### src/rtl/uart_tx_arbiter_if.sv
// Requester/transmitter bundle for the shared-UART arbiter.
// The arbiter sits on the slave side; requesters plus transmitter sit on the master side.
interface uart_tx_arbiter_if #(
    parameter int unsigned NUM_REQ    = 4,
    parameter int unsigned DATA_WIDTH = 8
);
    logic [NUM_REQ-1:0]            req;
    logic [NUM_REQ*DATA_WIDTH-1:0] req_data;
    logic [NUM_REQ-1:0]            req_last;
    logic [NUM_REQ-1:0]            ack;
    logic [NUM_REQ-1:0]            grant;
    logic                          tx_start;
    logic [DATA_WIDTH-1:0]         tx_data;
    logic                          tx_done;
    logic                          busy;
    logic                          timeout_err;

    modport master (
        output req, req_data, req_last, tx_done,
        input  ack, grant, tx_start, tx_data, busy, timeout_err
    );

    modport slave (
        input  req, req_data, req_last, tx_done,
        output ack, grant, tx_start, tx_data, busy, timeout_err
    );
endinterface

### src/rtl/uart_tx_arbiter.sv
// Round-robin arbiter sharing one UART transmitter between NUM_REQ byte producers.
// A granted requester keeps the line for a whole message (until a byte with last=1),
// unless it stays silent for HOLD_TIMEOUT cycles between bytes.
module uart_tx_arbiter #(
    parameter int unsigned NUM_REQ      = 4,
    parameter int unsigned DATA_WIDTH   = 8,
    parameter int unsigned HOLD_TIMEOUT = 16
) (
    input  logic             i_clk,
    input  logic             i_rst,
    uart_tx_arbiter_if.slave bus
);
    localparam int unsigned PTR_W = (NUM_REQ > 1) ? $clog2(NUM_REQ) : 1;
    localparam int unsigned CNT_W = (HOLD_TIMEOUT > 1) ? $clog2(HOLD_TIMEOUT) : 1;

    typedef enum logic [1:0] {
        S_IDLE  = 2'd0,
        S_START = 2'd1,
        S_WAIT  = 2'd2,
        S_HOLD  = 2'd3
    } state_t;

    state_t                r_state;
    logic [PTR_W-1:0]      r_ptr;
    logic [PTR_W-1:0]      r_owner;
    logic [NUM_REQ-1:0]    r_grant;
    logic [NUM_REQ-1:0]    r_ack;
    logic                  r_tx_start;
    logic [DATA_WIDTH-1:0] r_tx_data;
    logic                  r_last;
    logic                  r_busy;
    logic                  r_timeout;
    logic [CNT_W-1:0]      r_hold_cnt;

    state_t                w_state_nx;
    logic [PTR_W-1:0]      w_ptr_nx;
    logic [PTR_W-1:0]      w_owner_nx;
    logic [NUM_REQ-1:0]    w_grant_nx;
    logic [NUM_REQ-1:0]    w_ack_nx;
    logic                  w_tx_start_nx;
    logic [DATA_WIDTH-1:0] w_tx_data_nx;
    logic                  w_last_nx;
    logic                  w_busy_nx;
    logic                  w_timeout_nx;
    logic [CNT_W-1:0]      w_hold_cnt_nx;

    logic [DATA_WIDTH-1:0] w_bytes [NUM_REQ];
    logic                  w_found;
    logic [PTR_W-1:0]      w_sel;
    logic [PTR_W-1:0]      w_owner_inc;

    function automatic logic [NUM_REQ-1:0] onehot(input logic [PTR_W-1:0] idx);
        return NUM_REQ'(1) << idx;
    endfunction

    // Split the flat data bus into one byte per requester.
    always_comb begin
        for (int unsigned i = 0; i < NUM_REQ; i++) begin
            w_bytes[i] = bus.req_data[i*DATA_WIDTH +: DATA_WIDTH];
        end
    end

    // Round-robin search: first set req bit at or after ptr, wrapping.
    always_comb begin : sel_search
        int unsigned idx;
        w_found = 1'b0;
        w_sel   = '0;
        idx     = 0;
        for (int unsigned i = 0; i < NUM_REQ; i++) begin
            idx = (32'(r_ptr) + i) % NUM_REQ;
            if (!w_found && bus.req[PTR_W'(idx)]) begin
                w_found = 1'b1;
                w_sel   = PTR_W'(idx);
            end
        end
    end

    // Pointer value after releasing the current owner.
    assign w_owner_inc = (r_owner == PTR_W'(NUM_REQ - 1)) ? '0 : r_owner + PTR_W'(1);

    // Next-state and next-output logic; ack/tx_start are set on entry to START.
    always_comb begin
        w_state_nx    = r_state;
        w_ptr_nx      = r_ptr;
        w_owner_nx    = r_owner;
        w_grant_nx    = r_grant;
        w_ack_nx      = '0;
        w_tx_start_nx = 1'b0;
        w_tx_data_nx  = r_tx_data;
        w_last_nx     = r_last;
        w_timeout_nx  = 1'b0;
        w_hold_cnt_nx = r_hold_cnt;

        unique case (r_state)
            S_IDLE: begin
                if (w_found) begin
                    w_state_nx    = S_START;
                    w_owner_nx    = w_sel;
                    w_grant_nx    = onehot(w_sel);
                    w_ack_nx      = onehot(w_sel);
                    w_tx_start_nx = 1'b1;
                    w_tx_data_nx  = w_bytes[w_sel];
                    w_last_nx     = bus.req_last[w_sel];
                end
            end
            S_START: begin
                w_state_nx = S_WAIT;
            end
            S_WAIT: begin
                if (bus.tx_done) begin
                    if (r_last) begin
                        w_state_nx = S_IDLE;
                        w_grant_nx = '0;
                        w_ptr_nx   = w_owner_inc;
                    end else begin
                        w_state_nx    = S_HOLD;
                        w_hold_cnt_nx = '0;
                    end
                end
            end
            S_HOLD: begin
                if (bus.req[r_owner]) begin
                    w_state_nx    = S_START;
                    w_ack_nx      = onehot(r_owner);
                    w_tx_start_nx = 1'b1;
                    w_tx_data_nx  = w_bytes[r_owner];
                    w_last_nx     = bus.req_last[r_owner];
                end else if (r_hold_cnt == CNT_W'(HOLD_TIMEOUT - 1)) begin
                    w_state_nx    = S_IDLE;
                    w_grant_nx    = '0;
                    w_ptr_nx      = w_owner_inc;
                    w_timeout_nx  = 1'b1;
                    w_hold_cnt_nx = '0;
                end else begin
                    w_hold_cnt_nx = r_hold_cnt + CNT_W'(1);
                end
            end
            default: begin
                w_state_nx = S_IDLE;
            end
        endcase

        w_busy_nx = (w_state_nx != S_IDLE);
    end

    // State and output registers; reset drops any lock immediately.
    always_ff @(posedge i_clk or posedge i_rst) begin
        if (i_rst) begin
            r_state    <= S_IDLE;
            r_ptr      <= '0;
            r_owner    <= '0;
            r_grant    <= '0;
            r_ack      <= '0;
            r_tx_start <= 1'b0;
            r_tx_data  <= '0;
            r_last     <= 1'b0;
            r_busy     <= 1'b0;
            r_timeout  <= 1'b0;
            r_hold_cnt <= '0;
        end else begin
            r_state    <= w_state_nx;
            r_ptr      <= w_ptr_nx;
            r_owner    <= w_owner_nx;
            r_grant    <= w_grant_nx;
            r_ack      <= w_ack_nx;
            r_tx_start <= w_tx_start_nx;
            r_tx_data  <= w_tx_data_nx;
            r_last     <= w_last_nx;
            r_busy     <= w_busy_nx;
            r_timeout  <= w_timeout_nx;
            r_hold_cnt <= w_hold_cnt_nx;
        end
    end

    assign bus.ack         = r_ack;
    assign bus.grant       = r_grant;
    assign bus.tx_start    = r_tx_start;
    assign bus.tx_data     = r_tx_data;
    assign bus.busy        = r_busy;
    assign bus.timeout_err = r_timeout;

endmodule

### src/flat_wrapper.sv
// flat-port wrapper written by rule: the top's interface ports become plain ports
module uart_tx_arbiter_flat 
#(
    parameter int unsigned NUM_REQ      = 4,
    parameter int unsigned DATA_WIDTH   = 8,
    parameter int unsigned HOLD_TIMEOUT = 16
)
  (i_clk, i_rst, bus_req, bus_req_data, bus_req_last, bus_tx_done, bus_ack, bus_grant, bus_tx_start, bus_tx_data, bus_busy, bus_timeout_err);
  uart_tx_arbiter_if #(.NUM_REQ(NUM_REQ), .DATA_WIDTH(DATA_WIDTH)) bus_i ();
  input  logic i_clk;
  input  logic i_rst;
  input wire logic [$bits(bus_i.req)-1:0] bus_req;
  input wire logic [$bits(bus_i.req_data)-1:0] bus_req_data;
  input wire logic [$bits(bus_i.req_last)-1:0] bus_req_last;
  input wire logic [$bits(bus_i.tx_done)-1:0] bus_tx_done;
  output wire logic [$bits(bus_i.ack)-1:0] bus_ack;
  output wire logic [$bits(bus_i.grant)-1:0] bus_grant;
  output wire logic [$bits(bus_i.tx_start)-1:0] bus_tx_start;
  output wire logic [$bits(bus_i.tx_data)-1:0] bus_tx_data;
  output wire logic [$bits(bus_i.busy)-1:0] bus_busy;
  output wire logic [$bits(bus_i.timeout_err)-1:0] bus_timeout_err;
  assign bus_i.req = bus_req;
  assign bus_i.req_data = bus_req_data;
  assign bus_i.req_last = bus_req_last;
  assign bus_i.tx_done = bus_tx_done;
  assign bus_ack = bus_i.ack;
  assign bus_grant = bus_i.grant;
  assign bus_tx_start = bus_i.tx_start;
  assign bus_tx_data = bus_i.tx_data;
  assign bus_busy = bus_i.busy;
  assign bus_timeout_err = bus_i.timeout_err;
  uart_tx_arbiter #(.NUM_REQ(NUM_REQ), .DATA_WIDTH(DATA_WIDTH), .HOLD_TIMEOUT(HOLD_TIMEOUT)) u_core (.i_clk(i_clk), .i_rst(i_rst), .bus(bus_i));
endmodule
### config.mk
export PLATFORM = sky130hd
export DESIGN_NAME = uart_tx_arbiter_flat
export DESIGN_NICKNAME = d
export VERILOG_FILES = /design/src/rtl/uart_tx_arbiter_if.sv /design/src/rtl/uart_tx_arbiter.sv /design/src/flat_wrapper.sv
export SDC_FILE = /design/constraint.sdc
export NUM_CORES = 1
export LEC_CHECK = 0
export CAP_MARGIN = 20
export CORE_MARGIN = 1
export CORE_UTILIZATION = 49
export CTS_CLUSTER_DIAMETER = 150
export DETAILED_ROUTE_END_ITERATION = 10
export GPL_TIMING_DRIVEN = 0
export PLACE_DENSITY = 0.81
export SLEW_MARGIN = 25
export SYNTH_ARGS = -nofsm -noshare
export SYNTH_HDL_FRONTEND = slang
export SYNTH_SLANG_ARGS = --single-unit
### constraint.sdc
create_clock -name i_clk -period 1.9 [get_ports i_clk]
set_input_delay 0.38 -clock i_clk [delete_from_list [all_inputs] [get_ports i_clk]]
set_output_delay 0.38 -clock i_clk [all_outputs]
set_load 0.02 [all_outputs]
==> results.txt, run 1 <==
run status: complete, no violations
CP peak stage delay: 0.62 ns
Startpoint Class: flip-flop
critical path's slowest cell: mux4_2
number of port buffers: 60
global-route wire length before repair: 11,200 um
Tot GR Track Use: 28.9%
# clock sinks: 30
Routed Antenna Nets: 0
Mapped Area: 2280 um2
area leader, netlist: dfrtp_1
Crit Path Class: reg -> reg
n_diodes: 0
final wirelength: 7110 um
crit-path cells: mux4_2, o21ai_4, nand3_2, mux2_4
RSZ-0062 raised after global routing: true
clock skew: 0.00798 ns
Leak: 1.30 nW
Max VDD drop: 0.000678 V
Worst-Margin Slew: 0.637 ns
via count: 2,467
largest net degree at the start of global routing: 31
FF+latch count, synth: 30
setup TNS: 0 ns
Synth top area share: 33.0%
cts hold-fix bufs: 0
share of cells above drive strength 1: 17.9%
Reg area: 754 um2
internal power: 2.72 mW
Crit. End Element: flip-flop
setup ws final: 0.0402 ns
CTS clk-pin slew, worst paths: 0.07 ns
Post-synth ARST share: 100%
switch share: 45.6%
Post-Syn Area per Cell: 9.25 um2
register share of total power: 22.5%
Multi-input gate area: 1470 um2
Synth area leaders: dfrtp_1 (33%), mux4_2 (9.9%), ha_1 (5.5%), nand4_1 (5.5%), nand2_1 (5.3%)
synth unique cells: 46
cts bufs inserted: 5
worst min path class: reg -> reg
Buf/Inv on CP: 0
Rows: 24
vias in the first global route: 2,305
Post-synth top flop: dfrtp_1
Max Freq: 0.538 GHz
critical path fanouts, max: 5
worst rel slew slack: 57.4%
post-route DRC violation count: 0
Clock Power Share: 10.8%
router iterations before antenna repair: 5
hpwl dp: 4760 um
number of flops mapped to enable cells by yosys: 0
final net count: 371
routability cong.: 0.953
Post-Synthesis Cells: 246
initial core utilization: 51.6%
PD cells: 1580 nW/um2
fill count: 351
DR WL/cell: 19.2 um
crit path DAT: 2.03 ns
htree depth: 2
Root Driver: clkbuf_8
Crit path max-delay family: multiplexers
initial antenna violation count: 0
Final Setup Violations: 0
Switch Pwr: 2.28 mW
syn_nets: 299
CTS tree: built
Pins Over Slew Limit: 0
period utilisation layout: 97.9%
Detailed Route Iter0 Violations: 321
Worst Path Required: 2.07 ns
Fin. Hold Viols: 0
Max Cap Viol: 0
die area: 4920 um2
I/O pins: 62
Longest Clk Path Bufs: 2
Synth warnings: 0
sequential-to-total area share from yosys stat: 33.0%
routed vias/inst: 6.65
DIE HEIGHT: 70.2 um
grt total ovfl: 0
core area: 4410 um2
Die Wd: 70.2 um
Comb power frac: 66.7%
pre-CTS WS: -0.691 ns
synthesis-to-finish area growth: 39.4%
min Tclk post-route: 1.86 ns
Worst-Skew Late Latency: 0.29 ns
[registers in the layout, indices dropped and copies added, names as in the netlist, 2 cells and up]
signal,flops
u_core.r_ptr,2
u_core.r_owner,2
u_core.bus.grant,4
u_core.r_state,2
u_core.bus.ack,4
u_core.r_hold_cnt,4
u_core.bus.tx_data,8
[cells by family (layout without fill, tap and decap cells)]
| group | count (synthesis) | after routing | synth area share (%) |
|---|---|---|---|
| AOI/OAI and AO/OA | 71 | 71 | 22.0 |
| and+or+nand+nor | 97 | 97 | 23.8 |
| DFF | 30 | 30 | 33.0 |
| muxes | 11 | 11 | 10.6 |
| buffers and inverters | 27 | 100 | 5.22 |
| adders and majority gates | 10 | 10 | 5.50 |
[stage by stage]
stage               hold slack (ns)  utilization, %  std cells  cell area, um2  power [mW]
CTS                           0.481            70.0        368            3090        4.78
detailed placement            0.466            66.6        358            2940        4.09
finish                        0.474            71.9        371            3170        5.01
global placement              0.460            66.6        358            2940        4.01
floorplan                     0.467               -        246            2280        3.16
global route                  0.497            71.9        371            3170        5.29
[routing by layer]
layer	GRT usage, %	wire (um)	vias up	share of wire, %
li1	-	-	1089	-
met1	37.7	2790	1150	39
met2	47.6	3400	185	48
met4	11.1	229	0	3.2
met3	5.19	697	43	9.8
met5	0	0	-	0
[timing repair]
item,CTS,global route
hold endpoints to repair,0,0
gates resized for setup,12,25
cloned,0,1
endpoints found under the setup margin,23,20
pin swaps,0,7
setup buffers,3,2
[tightest hold or removal path, delay by kind of cell (launching register included)]
| family | cells | cell delay, ns |
|---|---|---|
| compound gates | 1 | 0.05 |
| flops | 1 | 0.34 |
| simple gates | 1 | 0.05 |
[cell usage after synthesis (all sizes together), types with 2 or more instances]
cell and instances:
inv 7, ha 10, mux4 10, nand3 15, nand2b 7, a41oi 10
nand2 32, a22o 9, o21ai 19, nand4 20, buf 10, o31ai 7
nor3 2, o21bai 2, nor2 7, a21oi 15, dfrtp 30, clkbuf 10
nor2b 5
[cell type report]
type / instances / share of cell area [%]
Sequential cell: 30 / 23.8
Clock buffer: 7 / 2.72
Tap cell: 52 / 2.05
Multi-Input combinational cell: 189 / 46.2
Clock inverter: 1 / 0.158
Buffer: 19 / 3.55
Inverter: 7 / 0.828
Timing Repair Buffer: 66 / 20.7
[cells in the final DEF, fill, tap and decap left out, types with 2 or more instances in the layout]
cell             instances
nand2_1                 31
dfrtp_1                 27
buf_2                    2
mux4_2                  10
buf_4                    9
ha_1                     9
clkbuf_1                 7
a41oi_1                  9
nand2b_1                 5
dfrtp_2                  3
clkbuf_2                 4
o21ai_0                 15
o31ai_1                  7
buf_6                    4
o21ai_1                  2
a21oi_1                 14
clkdlybuf4s50_1         57
inv_1                    6
dlymetal6s2s_1           2
nand4_1                 20
o21bai_1                 2
nor2_1                   7
nor2b_1                  5
clkbuf_8                 6
a22o_1                   9
o21ai_4                  2
nand3_1                 13
nand3_2                  2
nand2b_4                 2
[power groups by stage]
stage | Clock, mW | Sequential [mW] | Combinational [mW]
floorplan | 0 | 1.26 | 1.90
global placement | 0 | 1.11 | 2.90
detailed placement | 0 | 1.12 | 2.97
CTS | 0.543 | 1.12 | 3.11
global route | 0.571 | 1.16 | 3.57
finish | 0.540 | 1.13 | 3.34
[worst paths after layout]
kind | startpoint | endpoint | slack [ns] | cells past startpoint
min in group asynchronous | i_rst | u_core.r_ptr[0] | 0.50 | 2
setup / recovery | u_core.r_owner[1] | u_core.r_ptr[1] | 0.04 | 4
setup reg to reg | u_core.r_owner[1] | u_core.r_ptr[1] | 0.04 | 4
hold reg to reg | u_core.bus.grant[2] | u_core.bus.grant[2] | 0.47 | 2
hold / removal | u_core.bus.grant[2] | u_core.bus.grant[2] | 0.47 | 2
max in group asynchronous | i_rst | u_core.r_state[0] | 0.96 | 2
(Power assumes the default switching activity.)
==> run 2, diff against run 1 <==
--- a/config.mk
+++ b/config.mk
@@ -6,12 +6,13 @@
 export NUM_CORES = 1
 export LEC_CHECK = 0
 export CAP_MARGIN = 20
-export CORE_MARGIN = 1
+export CORE_MARGIN = 10
 export CORE_UTILIZATION = 49
 export CTS_CLUSTER_DIAMETER = 150
 export DETAILED_ROUTE_END_ITERATION = 10
 export GPL_TIMING_DRIVEN = 0
 export PLACE_DENSITY = 0.81
+export REMOVE_ABC_BUFFERS = 1
 export SLEW_MARGIN = 25
 export SYNTH_ARGS = -nofsm -noshare
 export SYNTH_HDL_FRONTEND = slang
==> run 2 against run 1 <==
- sequential power about the same
- sequential share of layout area rose by 1.0 points
- first-iteration DRC count decreased by 39%
- total power is 3.6% lower
- die area increased by 58%
- worst setup slack about the same
- non-clock buffer count shrank 19
- sequential cell count unchanged
- largest power group unchanged
- critical path depth rose by 1
- utilization down 2.6 points
- via count shrank 6.2%
- hold slack improved by 0.013 ns
==> results.txt, run 2 (synthesis gave the netlist of run 1 again) <==
run status: complete, no violations
Final Setup Violations: 0
commonest non-fill, non-tap cell in the layout: clkdlybuf4s50_1
Crit. End Element: flip-flop
Pins Over Slew Limit: 0
I/O pins: 62
Core Util, Final: 69.3%
Worst-Margin Slew: 0.636 ns
Root Driver: clkbuf_8
cts bufs inserted: 5
initial antenna violation count: 0
routability cong.: 0.808
initial core utilization: 51.6%
min Tclk post-route: 1.86 ns
n_diodes: 0
grt total ovfl: 0
crit-path cells: dlygate4sd2_1, mux4_2, o21ai_4, nand3_2, mux2_4
global-route wire length before repair: 11,500 um
Fin. Hold Viols: 0
fill count: 346
router iterations before antenna repair: 5
CP peak stage delay: 0.61 ns
# clock sinks: 30
Worst Path Required: 2.07 ns
largest net degree at the start of global routing: 31
Max Cap Viol: 0
most frequent cells in the layout: clkdlybuf4s50_1 (57), nand2_1 (32), dfrtp_1 (26)
critical path's slowest cell: mux4_2
post-route DRC violation count: 0
cts hold-fix bufs: 0
via count: 2,313
synthesis-to-finish area growth: 34.4%
Max VDD drop: 0.000604 V
max FFs per register: 8
CTS clk-pin slew, worst paths: 0.06 ns
final wirelength: 7320 um
Worst-Skew Late Latency: 0.28 ns
Die Wd: 88.2 um
PD cells: 1580 nW/um2
Max Freq: 0.538 GHz
Tot GR Track Use: 18.5%
hpwl dp: 5200 um
Longest Clk Path Bufs: 2
critical path fanouts, max: 8
final net count: 352
clock skew: 0.00444 ns
Startpoint Class: input port
worst rel slew slack: 57.6%
Leak: 1.22 nW
number of port buffers: 61
Rows: 24
DIE HEIGHT: 88.2 um
Detailed Route Iter0 Violations: 197
Crit Path Class: in -> reg
routed vias/inst: 6.57
vias in the first global route: 2,378
period utilisation layout: 97.9%
DR WL/cell: 20.8 um
die area: 7770 um2
core area: 4410 um2
share of cells above drive strength 1: 17.0%
Routed Antenna Nets: 0
htree depth: 2
crit path DAT: 2.03 ns
worst min path class: reg -> reg
worst hold slack: 0.487 ns
CTS tree: built
-- run 2: cell count changes in the layout (fill, tap and decap cells not counted), sizes merged --
cell,previous run,this run
clkdlybuf4s15,1,0
clkbuf,17,7
dlymetal6s2s,2,0
buf,15,8
dlygate4sd2,0,1
-- run 2: report_power, final --
part	internal (mW)	switching, mW	total [mW]
logic	1.41	1.73	3.14
registers	0.916	0.236	1.15
clock network	0.292	0.243	0.534
-- run 2: stage by stage --
step | setup WS (ns) | setup TNS [ns] | power, mW | instance area, um2 | std cells
6_report | 0.0398 | 0 | 4.82 | 3060 | 352
5_1_grt | -0.0240 | -0.0240 | 5.12 | 3060 | 352
4_1_cts | 0.0148 | 0 | 4.70 | 3020 | 350
3_5_place_dp | -1.15 | -26.52 | 4.01 | 2870 | 339
3_3_place_gp | -1.20 | -27.89 | 3.91 | 2860 | 339
2_1_floorplan | -0.128 | -1.10 | 3.05 | 2180 | 226
-- run 2: worst max-delay path, delay by kind of cell --
family | cells | cell delay, ns
mux | 2 | 0.93
compound gates | 1 | 0.24
buf+inv | 1 | 0.32
simple gates | 1 | 0.15
-- run 2: path summary, 6_finish.rpt --
check | slack [ns] | endpoint | from | cells after the start
min reg2reg | 0.49 | u_core.bus.grant[3] | u_core.bus.grant[3] | 2
max reg2reg | 0.07 | u_core.r_ptr[1] | u_core.r_owner[1] | 4
min in group asynchronous | 0.50 | u_core.r_hold_cnt[1] | i_rst | 2
max | 0.04 | u_core.r_ptr[1] | bus_req[0] | 5
min | 0.49 | u_core.bus.grant[3] | u_core.bus.grant[3] | 2
max in group asynchronous | 0.92 | u_core.r_owner[0] | i_rst | 2
-- run 2: what timing repair did --
item / CTS / global route
resized for setup: 29 / 6
endpoints found under the hold margin: 0 / 0
pin swaps: 0 / 0
setup buffers: 3 / 2
endpoints found under the setup margin: 30 / 18
-- run 2: routing by layer --
metal | GRT usage [%] | wire (um) | vias to the layer above
li1 | - | - | 1041
met1 | 20.8 | 2770 | 1101
met2 | 31.0 | 3660 | 148
met3 | 6.41 | 688 | 23
met4 | 8.13 | 199 | 0
met5 | 0 | 0 | -
-- run 2: cell type report --
class | count | area, um2 | area share, %
clock buffer | 7 | 86.3 | 2.82
clock inverter | 1 | 5.00 | 0.164
inverter | 7 | 26.3 | 0.859
multi-input combinational | 189 | 1490 | 48.6
sequential | 30 | 758 | 24.8
tap | 52 | 65.1 | 2.13
timing repair buffer | 66 | 632 | 20.7
